--- src/rtl/sar_adc_ctrl.sv ---
// SAR ADC sequencer: drives DAC trial codes MSB-first and resolves each bit from the comparator.
// Latency start->done: SAMPLE_CYCLES + WIDTH*(SETTLE_CYCLES+1) + 1; SAR_ADC_AVG_EN runs 4 conversions and averages them.
// No backpressure: start is sampled only in IDLE and is dropped while busy, nothing is queued.
module sar_adc_ctrl #(
    parameter int WIDTH         = 10,
    parameter int SAMPLE_CYCLES = 4,
    parameter int SETTLE_CYCLES = 2
) (
    input  logic             clk,
    input  logic             reset,
    input  logic             start,
    input  logic             cmp_in,
    output logic [WIDTH-1:0] dac_code,
    output logic             track_hold,
    output logic             busy,
    output logic             done,
    output logic [WIDTH-1:0] result,
    output logic             result_valid
);

    localparam int CNT_MAX = (SAMPLE_CYCLES > SETTLE_CYCLES) ? SAMPLE_CYCLES : SETTLE_CYCLES;
    localparam int CNT_W   = $clog2(CNT_MAX + 1);
    localparam int IDX_W   = (WIDTH > 1) ? $clog2(WIDTH) : 1;

    localparam logic [CNT_W-1:0] SAMPLE_LAST = CNT_W'(SAMPLE_CYCLES - 1);
    localparam logic [CNT_W-1:0] SETTLE_LAST = CNT_W'((SETTLE_CYCLES > 0) ? SETTLE_CYCLES - 1 : 0);
    localparam logic [IDX_W-1:0] IDX_MSB     = IDX_W'(WIDTH - 1);
    localparam logic [WIDTH-1:0] MSB_MASK    = WIDTH'(1) << (WIDTH - 1);

    typedef enum logic [2:0] {
        ST_IDLE,
        ST_SAMPLE,
        ST_SETTLE,
        ST_DECIDE,
        ST_DONE
    } state_t;

    // With no settle time a fresh trial code is decided on the very next cycle.
    localparam state_t AFTER_TRIAL = (SETTLE_CYCLES == 0) ? ST_DECIDE : ST_SETTLE;

    state_t           state_q, state_d;
    logic [CNT_W-1:0] cnt_q, cnt_d;
    logic [IDX_W-1:0] idx_q, idx_d;
    logic [WIDTH-1:0] sar_q, sar_d;
    logic [WIDTH-1:0] dac_d;
    logic [WIDTH-1:0] result_d;
    logic             done_d;
    logic             result_valid_d;
    logic [WIDTH-1:0] trial_mask;
    logic [WIDTH-1:0] decided;

`ifdef SAR_ADC_AVG_EN
    logic [WIDTH+1:0] acc_q, acc_d;
    logic [1:0]       conv_q, conv_d;
`endif

    assign busy       = (state_q != ST_IDLE);
    assign track_hold = (state_q == ST_SAMPLE);

    // sar_q holds zeros at and below the bit under test, so OR-ing the mask forms the trial.
    assign trial_mask = WIDTH'(1) << idx_q;
    assign decided    = cmp_in ? (sar_q | trial_mask) : sar_q;

    always_ff @(posedge clk or posedge reset) begin
        if (reset) begin
            state_q      <= ST_IDLE;
            cnt_q        <= '0;
            idx_q        <= '0;
            sar_q        <= '0;
            dac_code     <= '0;
            result       <= '0;
            done         <= 1'b0;
            result_valid <= 1'b0;
`ifdef SAR_ADC_AVG_EN
            acc_q        <= '0;
            conv_q       <= '0;
`endif
        end else begin
            state_q      <= state_d;
            cnt_q        <= cnt_d;
            idx_q        <= idx_d;
            sar_q        <= sar_d;
            dac_code     <= dac_d;
            result       <= result_d;
            done         <= done_d;
            result_valid <= result_valid_d;
`ifdef SAR_ADC_AVG_EN
            acc_q        <= acc_d;
            conv_q       <= conv_d;
`endif
        end
    end

    always_comb begin
        state_d        = state_q;
        cnt_d          = cnt_q;
        idx_d          = idx_q;
        sar_d          = sar_q;
        dac_d          = dac_code;
        result_d       = result;
        done_d         = 1'b0;
        result_valid_d = result_valid;
`ifdef SAR_ADC_AVG_EN
        acc_d          = acc_q;
        conv_d         = conv_q;
`endif

        case (state_q)
            ST_IDLE: begin
                if (start) begin
                    state_d        = ST_SAMPLE;
                    cnt_d          = '0;
                    sar_d          = '0;
                    dac_d          = '0;
                    result_valid_d = 1'b0;
`ifdef SAR_ADC_AVG_EN
                    acc_d          = '0;
                    conv_d         = '0;
`endif
                end
            end

            ST_SAMPLE: begin
                if (cnt_q == SAMPLE_LAST) begin
                    state_d = AFTER_TRIAL;
                    cnt_d   = '0;
                    idx_d   = IDX_MSB;
                    dac_d   = MSB_MASK;
                end else begin
                    cnt_d = cnt_q + 1'b1;
                end
            end

            ST_SETTLE: begin
                if (cnt_q == SETTLE_LAST) begin
                    state_d = ST_DECIDE;
                    cnt_d   = '0;
                end else begin
                    cnt_d = cnt_q + 1'b1;
                end
            end

            ST_DECIDE: begin
                sar_d = decided;
                if (idx_q != '0) begin
                    state_d = AFTER_TRIAL;
                    cnt_d   = '0;
                    idx_d   = idx_q - 1'b1;
                    dac_d   = decided | (trial_mask >> 1);
                end else begin
`ifdef SAR_ADC_AVG_EN
                    acc_d = acc_q + {2'b00, decided};
                    if (conv_q == 2'd3) begin
                        state_d = ST_DONE;
                        dac_d   = decided;
                    end else begin
                        // Next conversion re-tracks the input from a clean SAR register.
                        state_d = ST_SAMPLE;
                        conv_d  = conv_q + 1'b1;
                        cnt_d   = '0;
                        sar_d   = '0;
                        dac_d   = '0;
                    end
`else
                    state_d = ST_DONE;
                    dac_d   = decided;
`endif
                end
            end

            ST_DONE: begin
                state_d        = ST_IDLE;
                done_d         = 1'b1;
                result_valid_d = 1'b1;
`ifdef SAR_ADC_AVG_EN
                result_d       = acc_q[WIDTH+1:2];
`else
                result_d       = sar_q;
`endif
            end

            default: begin
                state_d = ST_IDLE;
            end
        endcase
    end

endmodule

--- config.mk ---
export PLATFORM = sky130hd
export DESIGN_NAME = sar_adc_ctrl
export DESIGN_NICKNAME = d
export VERILOG_FILES = /design/src/rtl/sar_adc_ctrl.sv
export SDC_FILE = /design/constraint.sdc
export NUM_CORES = 1
export LEC_CHECK = 0
export BUFFER_PORTS_ARGS = -buffer_cell sky130_fd_sc_hd__clkbuf_2
export CAP_MARGIN = 20
export CORE_MARGIN = 10
export CORE_UTILIZATION = 51
export CTS_CLUSTER_DIAMETER = 100
export CTS_CLUSTER_SIZE = 20
export DETAILED_ROUTE_END_ITERATION = 7
export GPL_TIMING_DRIVEN = 0
export PLACE_DENSITY = 0.81
export SLEW_MARGIN = 10
export SYNTH_ARGS = -nofsm -noshare
export SYNTH_HDL_FRONTEND = slang
export SYNTH_SLANG_ARGS = --single-unit
--- constraint.sdc ---
create_clock -name clk -period 1.6 [get_ports clk]
set_input_delay 0.32 -clock clk [delete_from_list [all_inputs] [get_ports clk]]
set_output_delay 0.32 -clock clk [all_outputs]
set_load 0.01 [all_outputs]
==> flow_summary.toml, run 1 <==
[status]
status = "finished with violations"
violations = "setup timing"

[timing]
tightest_slew_ns = 0.419
fmax_mhz = 591
skew_ns = 0.00826
rsz0062_at_grt = "yes"
fin_crit_ns = 1.69
fin_hold_ws_ns = 0.468
relSlewSlack_pct = 72.0
hold_viol = 0
fin_ws_ns = -0.0911
drv_slew = 0
fin_setup_tns_ns = -0.0966
setup_viol = 2
fin_crit_sh_pct = 106

[detailed_routing]
vias = 1723
drtAntennaViolNets = 0
drt_iter0_drc = 89
viasPerCell = 5.71
dr.pass1.iters = 4
drc = 0
wl_per_cell_um = 17.7
routed_wl_mm = 5.35

[placement]
port_buffers = 27
dp.cells = 274
preCtsSetupSlack_ns = -0.162
dp_hpwl_mm = 3.38
gp_congestion = 0.823

[synth]
synth-seq-area-share_pct = 49.7
ys_types = 47
ys.warnings.count = 0
syn_area_um2 = 2120
yosysTopAreaCell = "dfrtp_1"
ys_ff_latch = 42
ys_top_cells_by_area = "dfrtp_1 50%, ha_1 5.9%, mux2_2 5.3%, inv_1 2.5%, nand2_1 2.3%"
synth_edf_count = 0
syn_inst = 196
synthFlopType = "dfrtp_1"
synthArstFlopShare_pct = 100
synth_top_cell_area_share_pct = 49.7
syn_avg_cell_area_um2 = 10.8
syn_nets = 210

[layout]
area_growth_pct = 31.0
final_common_cell = "dfrtp_1"
final_core_util_pct = 69.3
drive_above_1_share_pct = 40.5
nFillCells = 272
final_cells = 302
final_cell_mix = "38 x dfrtp_1, 26 x clkbuf_2, 16 x buf_4, 13 x nand2_1, 11 x inv_1"
fin_nets = 265
seq_area_um2 = 1060
multi_input_area_um2 = 1080
n_antenna_cell = 0

[floorplan]
die_w_um = 84.4
design.core.area_um2 = 4000
num_io_pins = 28
start_util_pct = 52.9
row_count = 23
die_h_um = 84.4
dieArea_um2 = 7130

[worst_hold_path]
hp-class = "input port to register"

[critical_path]
crit_type = "register to output port"
cp_max_fo = 3
cp-end-kind = "output port"
cp.arrival_ns = 1.37
critPathRequiredTime_ns = 1.28
cp-start-kind = "register"

[pwr]
p_leak_uw = 0.00131
power_density_nw_per_um2 = 1790
peakVddDrop_v = 0.000897

[job]
drv_cap = 0

[global_route]
overflow = 0
track_usage_pct = 14.5
grt_pass1_vias = 1763
antenna_found_initial = 0
grt_pass1_wl_mm = 8.61
grt_max_degree = 27

[clocking]
cts.clk_slew.worst_paths_ns = 0.08
cts_sinks = 42
cts-htree-levels = 2
cts_tree = "done"
numCtsBuffers = 5
clock_latency_ns = 0.30
clock_tree.root_cell = "clkbuf_8"
cts_buffer_depth = 2
where the power goes:
part	internal [uW]	leakage [uW]	switching, uW	total, uW
clock network	465	0.0000514	368	833
logic	1190	0.000724	1270	2460
registers	1400	0.000537	271	1670
synthesized netlist by cell type, types with 2 or more instances:
cell type   n
a211oi_1    3
a21o_1      5
a21oi_1     9
a41oi_1     3
and4b_1     2
buf_2       4
clkbuf_1    4
dfrtp_1    42
ha_1       10
inv_1      14
mux2_2     10
mux2i_1     2
nand2_1    13
nand2b_1    5
nand3_1     5
nand3b_1    3
nor2_1      8
nor2b_1     4
nor3_1      4
nor3b_1     2
nor4bb_1    3
o211ai_1    5
o21ai_0     7
o221ai_1    2
o2bb2ai_1   4
or3_1       2
area by class of cell:
type | count | area share, %
plain buffers | 8 | 2.35
well taps | 50 | 2.26
clock inverters | 2 | 1.35
repair buffers | 49 | 12.3
flip-flops and latches | 42 | 38.1
clock buffers | 6 | 2.62
multi-input cells | 131 | 39.1
inverters | 14 | 1.90
stage by stage:
step           cell area, um^2  power, uW
5_1_grt                   2770       5310
3_5_place_dp              2340       3470
3_3_place_gp              2320       3390
4_1_cts                   2580       4570
6_report                  2770       4960
2_1_floorplan             2120       2880
critical path: stages (launching register included):
cell	delay (ns)
dfrtp_2	0.44
buf_6	0.13
or3_1	0.35
buf_2	0.15
timing repair:
action	in CTS	in global routing
hold buffers	1	0
cloned	0	1
setup buffers	6	13
pin swaps	0	5
endpoints found under the setup margin	26	29
endpoints found under the hold margin	16	0
gates resized for setup	21	26
sequential cells by signal (all words and copies together) (netlist names):
| register | flops |
|---|---|
| cnt_q | 3 |
| dac_code | 10 |
| done | 1 |
| idx_q | 4 |
| result | 10 |
| result_valid | 1 |
| sar_q | 10 |
| state_q | 3 |
worst paths after layout:
kind | startpoint | endpoint | slack, ns | cells after the start
worst max-delay path | state_q[0] | busy | -0.09 | 3
worst min-delay path | start | state_q[0] | 0.47 | 4
worst max register to register | state_q[0] | dac_code[8] | -0.01 | 4
worst min register to register | result_valid | result_valid | 0.48 | 1
max in group asynchronous | reset | idx_q[1] | 0.59 | 4
min in group asynchronous | reset | sar_q[7] | 0.54 | 3
logic make-up (layout without fill, tap and decap cells):
kind of cell / after synthesis / in the layout / synth area share (%)
flops: 42 / 42 / 49.7
simple gates: 62 / 62 / 17.7
fa+ha+maj: 10 / 10 / 5.91
mux: 12 / 12 / 6.27
compound gates: 47 / 47 / 16.0
buf+inv: 23 / 79 / 4.49
metal layers:
metal  share of wire [%]  global-route usage [%]  vias to the layer above
met5                   0                       0                        -
met4                 1.6                    5.39                        0
li1                    -                       -                      816
met1                  43                    17.2                      871
met2                  51                    24.0                       29
met3                 4.1                    4.73                        7
Power figures use the tool's default switching activity.
==> run 2: changes to the inputs <==
--- a/config.mk
+++ b/config.mk
@@ -8,12 +8,12 @@
 export BUFFER_PORTS_ARGS = -buffer_cell sky130_fd_sc_hd__clkbuf_2
 export CAP_MARGIN = 20
 export CORE_MARGIN = 10
-export CORE_UTILIZATION = 51
+export CORE_UTILIZATION = 60
 export CTS_CLUSTER_DIAMETER = 100
 export CTS_CLUSTER_SIZE = 20
 export DETAILED_ROUTE_END_ITERATION = 7
 export GPL_TIMING_DRIVEN = 0
-export PLACE_DENSITY = 0.81
+export PLACE_DENSITY = 0.88
 export SLEW_MARGIN = 10
 export SYNTH_ARGS = -nofsm -noshare
 export SYNTH_HDL_FRONTEND = slang
==> constraint.sdc (replaced) <==
create_clock -name clk -period 2.1 [get_ports clk]
set_input_delay 0.42 -clock clk [delete_from_list [all_inputs] [get_ports clk]]
set_output_delay 0.42 -clock clk [all_outputs]
set_load 0.01 [all_outputs]
==> run 2 against run 1 <==
Against the previous run: the run now ends clean; critical path type unchanged; final area fell by 13%; critical path depth stayed put; global-route usage grew 0.58 points; clock skew is essentially flat.
==> flow_summary.toml, run 2 (synthesis gave the netlist of run 1 again) <==
[floorplan]
dieArea_um2 = 6300
design.core.area_um2 = 3360
row_count = 21
num_io_pins = 28
start_util_pct = 62.9
die_w_um = 79.4
die_h_um = 79.4

[placement]
port_buffers = 27
dp_hpwl_mm = 3.29
gp_congestion = 0.867
dp.cells = 270

[clocking]
cts_tree = "done"
clock_tree.root_cell = "clkbuf_4"
cts-htree-levels = 2
cts.clk_slew.worst_paths_ns = 0.11
cts_buffer_depth = 2
clock_latency_ns = 0.35
ctsHoldBuffers = 0
cts_sinks = 42
numCtsBuffers = 5

[global_route]
antenna_found_initial = 0
track_usage_pct = 15.1
overflow = 0
grt_max_degree = 24
grt_pass1_vias = 1660
grt_pass1_wl_mm = 7.73

[detailed_routing]
drtAntennaViolNets = 0
routed_wl_mm = 4.51
wl_per_cell_um = 16.2
vias = 1631
drc = 0
dr.pass1.iters = 4
drt_iter0_drc = 135
viasPerCell = 5.87

[critical_path]
r2r_end = "idx_q[1]"
crit_type = "register to output port"
reg2regPathDepth = 5
cp_max_fo = 10
rr_startpoint = "idx_q[0]"
cp-end-kind = "output port"
cp-start-kind = "register"
cp.arrival_ns = 1.53
rrSetupSlack_ns = 0.24
critPathRequiredTime_ns = 1.68

[pwr]
p_leak_uw = 0.00117
p_int_uw = 1900
p_switching_uw = 1230
swShare_pct = 39.3
seq_power_share_pct = 40.4
pwr-share-comb_pct = 43.5
peakVddDrop_v = 0.000760
power_density_nw_per_um2 = 1290
power.share.clock_pct = 16.0

[timing]
setup_viol = 0
hold_viol = 0
fin_crit_ns = 1.95
tightest_slew_ns = 0.584
skew_ns = 0.00871
drv_slew = 0
relSlewSlack_pct = 60.8
fin_setup_tns_ns = 0
rsz0062_at_grt = "no"
fmax_mhz = 512
fin_crit_sh_pct = 93.0

[status]
status = "complete, no violations"

[layout]
area_growth_pct = 14.2
drive_above_1_share_pct = 24.6
fin_nets = 245
final_cells = 278
final_cell_mix = "42 x dfrtp_1, 27 x clkbuf_2, 13 x nand2_1, 13 x inv_1"
final_common_cell = "dfrtp_1"
n_antenna_cell = 0
reg_top3 = "dac_code: 10 flops, result: 10 flops, sar_q: 10 flops"

[worst_hold_path]
hp-class = "input port to asynchronous set/reset pin"

[job]
drv_cap = 0
## run 2: changes by cell type in the layout (fill, tap and decap cells not counted), moves of 4 or more
cell,before,now
dfrtp_1,38,42
buf_6,5,0
o2bb2ai_2,4,0
clkbuf_8,5,0
dfrtp_2,4,0
buf_4,16,1
clkbuf_4,1,5
o2bb2ai_1,0,4
## run 2: cell type report
class	instances	area, um^2
Timing Repair Buffer	28	163
Clock buffer	7	45.0
Buffer	9	42.5
Tap cell	46	57.6
Clock inverter	1	30.0
Fill cell	282	947
Inverter	14	52.6
Sequential cell	42	1050
Multi-Input combinational cell	131	975
## run 2: power by group through the flow
stage,registers (uW),clock network (uW),logic [uW]
3_5_place_dp,1280,0,1360
5_1_grt,1300,534,1520
2_1_floorplan,1290,0,898
3_3_place_gp,1260,0,1310
4_1_cts,1260,513,1360
6_report,1260,502,1360
## run 2: what timing repair did
item                                   4_1_cts  5_1_grt
setup buffers                                0        0
resized for setup                            0        1
setup endpoints to repair                    0        1
endpoints found under the hold margin        0        0
## run 2: stage by stage
step,setup slack [ns],cell area (um^2),hold slack [ns],utilization (%),power (uW)
after CTS,0.0329,2410,0.0527,71.7,3140
final,0.147,2420,0.0399,71.8,3130
after detailed placement,0.270,2340,0.440,69.5,2630
after global routing,0.0706,2420,0.0713,71.8,3350
after floorplan,0.489,2120,0.458,-,2190
after global placement,0.223,2310,0.464,68.6,2580
## run 2: worst max path at each step
| stage | depth (start not counted) | slack, ns | from | endpoint |
|---|---|---|---|---|
| 6_report | 3 | 0.15 | state_q[2] | busy |
| 5_1_grt | 3 | 0.07 | state_q[0] | busy |
| 4_1_cts | 3 | 0.03 | state_q[2] | track_hold |
| 3_5_place_dp | 5 | 0.27 | idx_q[0] | idx_q[1] |
| 3_3_place_gp | 2 | 0.22 | reset | cnt_q[0] |
| 2_1_floorplan | 5 | 0.49 | idx_q[0] | idx_q[1] |
## run 2: layer usage
metal  track usage [%]  up-vias  part of all wire [%]
met5                 0        -                     0
met3              4.50        9                   5.5
met4              7.53        0                   1.6
met1              18.5      801                    45
li1                  -      779                     -
met2              23.7       42                    48
## run 2: critical path, stage by stage, from the launching register on
cell and delay (ns):
dfrtp_1 0.45, clkbuf_1 0.24, or3_1 0.35, clkbuf_2 0.14
==> run 3: changes to the inputs <==
--- a/config.mk
+++ b/config.mk
@@ -5,7 +5,7 @@
 export SDC_FILE = /design/constraint.sdc
 export NUM_CORES = 1
 export LEC_CHECK = 0
-export BUFFER_PORTS_ARGS = -buffer_cell sky130_fd_sc_hd__clkbuf_2
+export BUFFER_PORTS_ARGS = -buffer_cell sky130_fd_sc_hd__buf_2
 export CAP_MARGIN = 20
 export CORE_MARGIN = 10
 export CORE_UTILIZATION = 60
==> run 3 against run 2 <==
Against the previous run: count of clock-buffer cells in the layout is the same; sequential share of layout area is 0.20 points higher; final area down 0.47%; maximum frequency is 0.39% lower; die area unchanged; clock skew grew 0.0022 ns; total power down 2.3%; clock power down 15%; critical path depth stayed put; critical path type unchanged.
==> flow_summary.toml, run 3 (synthesis gave the netlist of run 1 again) <==
[clocking]
post_cts_buffers = 0
clock_latency_ns = 0.36
cts-htree-levels = 2
numCtsBuffers = 5
ctsHoldBuffers = 0
cts_tree = "done"
clock_tree.root_cell = "clkbuf_4"
cts_sinks = 42
cts_buffer_depth = 2
cts_resized = 0
cts.clk_slew.worst_paths_ns = 0.12

[timing]
setup_viol = 0
rsz0062_at_grt = "no"
fmax_mhz = 510
hold_viol = 0
skew_ns = 0.0109
drv_slew = 0
fin_crit_ns = 1.96
relSlewSlack_pct = 62.1
fin_crit_sh_pct = 93.3
tightest_slew_ns = 0.564
fin_setup_tns_ns = 0

[critical_path]
cp-end-kind = "output port"
path_cells = "buf_2 -> or3_1 -> buf_2"
cp.arrival_ns = 1.54
worst_path_max_delay_cell = "dfrtp_1"
cp-start-kind = "register"
crit_type = "register to output port"
cp_common_cell = "buf_2"
cp_max_fo = 10
cp_num_buf_inv = 2
r2r_end = "idx_q[1]"
cpLargestDelayFamily = "flip-flops"
rrSetupSlack_ns = 0.24
critPathRequiredTime_ns = 1.68
critical_path.max_stage_delay_ns = 0.47
rr_startpoint = "idx_q[0]"
reg2regPathDepth = 5

[placement]
gp_congestion = 0.864
dp_hpwl_mm = 3.41
port_buffers = 27
dpl_cell_area_um2 = 2340
dp.cells = 270

[pwr]
power.total_uw = 3060
power_density_nw_per_um2 = 1270
peakVddDrop_v = 0.000796
p_leak_uw = 0.00117

[layout]
final_area_um2 = 2400
final_common_cell = "dfrtp_1"
fin_nets = 245
reg_top3 = "dac_code: 10 flops, result: 10 flops, sar_q: 10 flops"
final_cell_mix = "42 x dfrtp_1, 31 x buf_2, 13 x nand2_1, 13 x inv_1"
final_cells = 278
drive_above_1_share_pct = 25.0
n_antenna_cell = 0
final_core_util_pct = 71.5
area_growth_pct = 13.7

[job]
drv_cap = 0

[floorplan]
row_count = 21
start_util_pct = 62.9
dieArea_um2 = 6300
design.core.area_um2 = 3360
die_h_um = 79.4
num_io_pins = 28
die_w_um = 79.4

[detailed_routing]
vias = 1617
routed_wl_mm = 4.57
dr.pass1.iters = 4
drtAntennaViolNets = 0
drt_iter0_drc = 90
viasPerCell = 5.82
drc = 0
wl_per_cell_um = 16.4

[global_route]
grt_pass1_vias = 1651
grt_pass1_wl_mm = 7.85
grt_max_degree = 23
track_usage_pct = 15.4
antenna_found_initial = 0
overflow = 0

[status]
status = "complete, no violations"

[worst_hold_path]
hp-class = "input port to asynchronous set/reset pin"
==> run 3: cell count changes in the layout (fill, tap and decap cells not counted) <==
cell / change
buf_2: +27
clkbuf_2: -27
clkbuf_8: +1
bufinv_16: -1
inv_6: +1
clkbuf_1: -1
==> run 3: stage by stage <==
step / hold slack (ns) / setup WS [ns]
6_report: 0.0597 / 0.140
5_1_grt: 0.0736 / 0.0482
4_1_cts: 0.0752 / 0.0935
3_5_place_dp: 0.461 / 0.269
3_3_place_gp: 0.460 / 0.199
2_1_floorplan: 0.458 / 0.489
==> run 3: area by class of cell <==
class | count | area [um^2]
fill | 284 | 958
multi-input combinational | 131 | 975
clock inverter | 1 | 8.76
buffer | 9 | 42.5
clock buffer | 7 | 55.1
tap | 46 | 57.6
timing repair buffer | 28 | 163
sequential | 42 | 1050
inverter | 14 | 52.6
==> run 3: power by group <==
group / switching (uW) / internal, uW
Sequential: 204 / 1060
Combinational: 774 / 593
Clock: 260 / 169
==> run 3: worst reg2reg max path, cell delays in order (launching register included) <==
cell	delay, ns
dfrtp_1	0.44
inv_1	0.15
ha_1	0.33
or3b_1	0.49
nand2b_1	0.18
a22o_1	0.17
==> run 3: routing by layer <==
| metal | track usage (%) | up-vias | part of all wire (%) |
|---|---|---|---|
| li1 | - | 779 | - |
| met1 | 18.9 | 770 | 43 |
| met2 | 25.0 | 60 | 49 |
| met3 | 4.95 | 8 | 6.5 |
| met4 | 5.38 | 0 | 1.4 |
| met5 | 0 | - | 0 |
==> run 3: worst max path at each step <==
stage	slack, ns	depth (start not counted)	from	endpoint
after floorplan	0.49	5	idx_q[0]	idx_q[1]
after global placement	0.20	2	reset	cnt_q[0]
after detailed placement	0.27	5	idx_q[0]	idx_q[1]
after CTS	0.09	3	state_q[2]	track_hold
after global routing	0.05	3	state_q[2]	busy
final	0.14	3	state_q[0]	busy
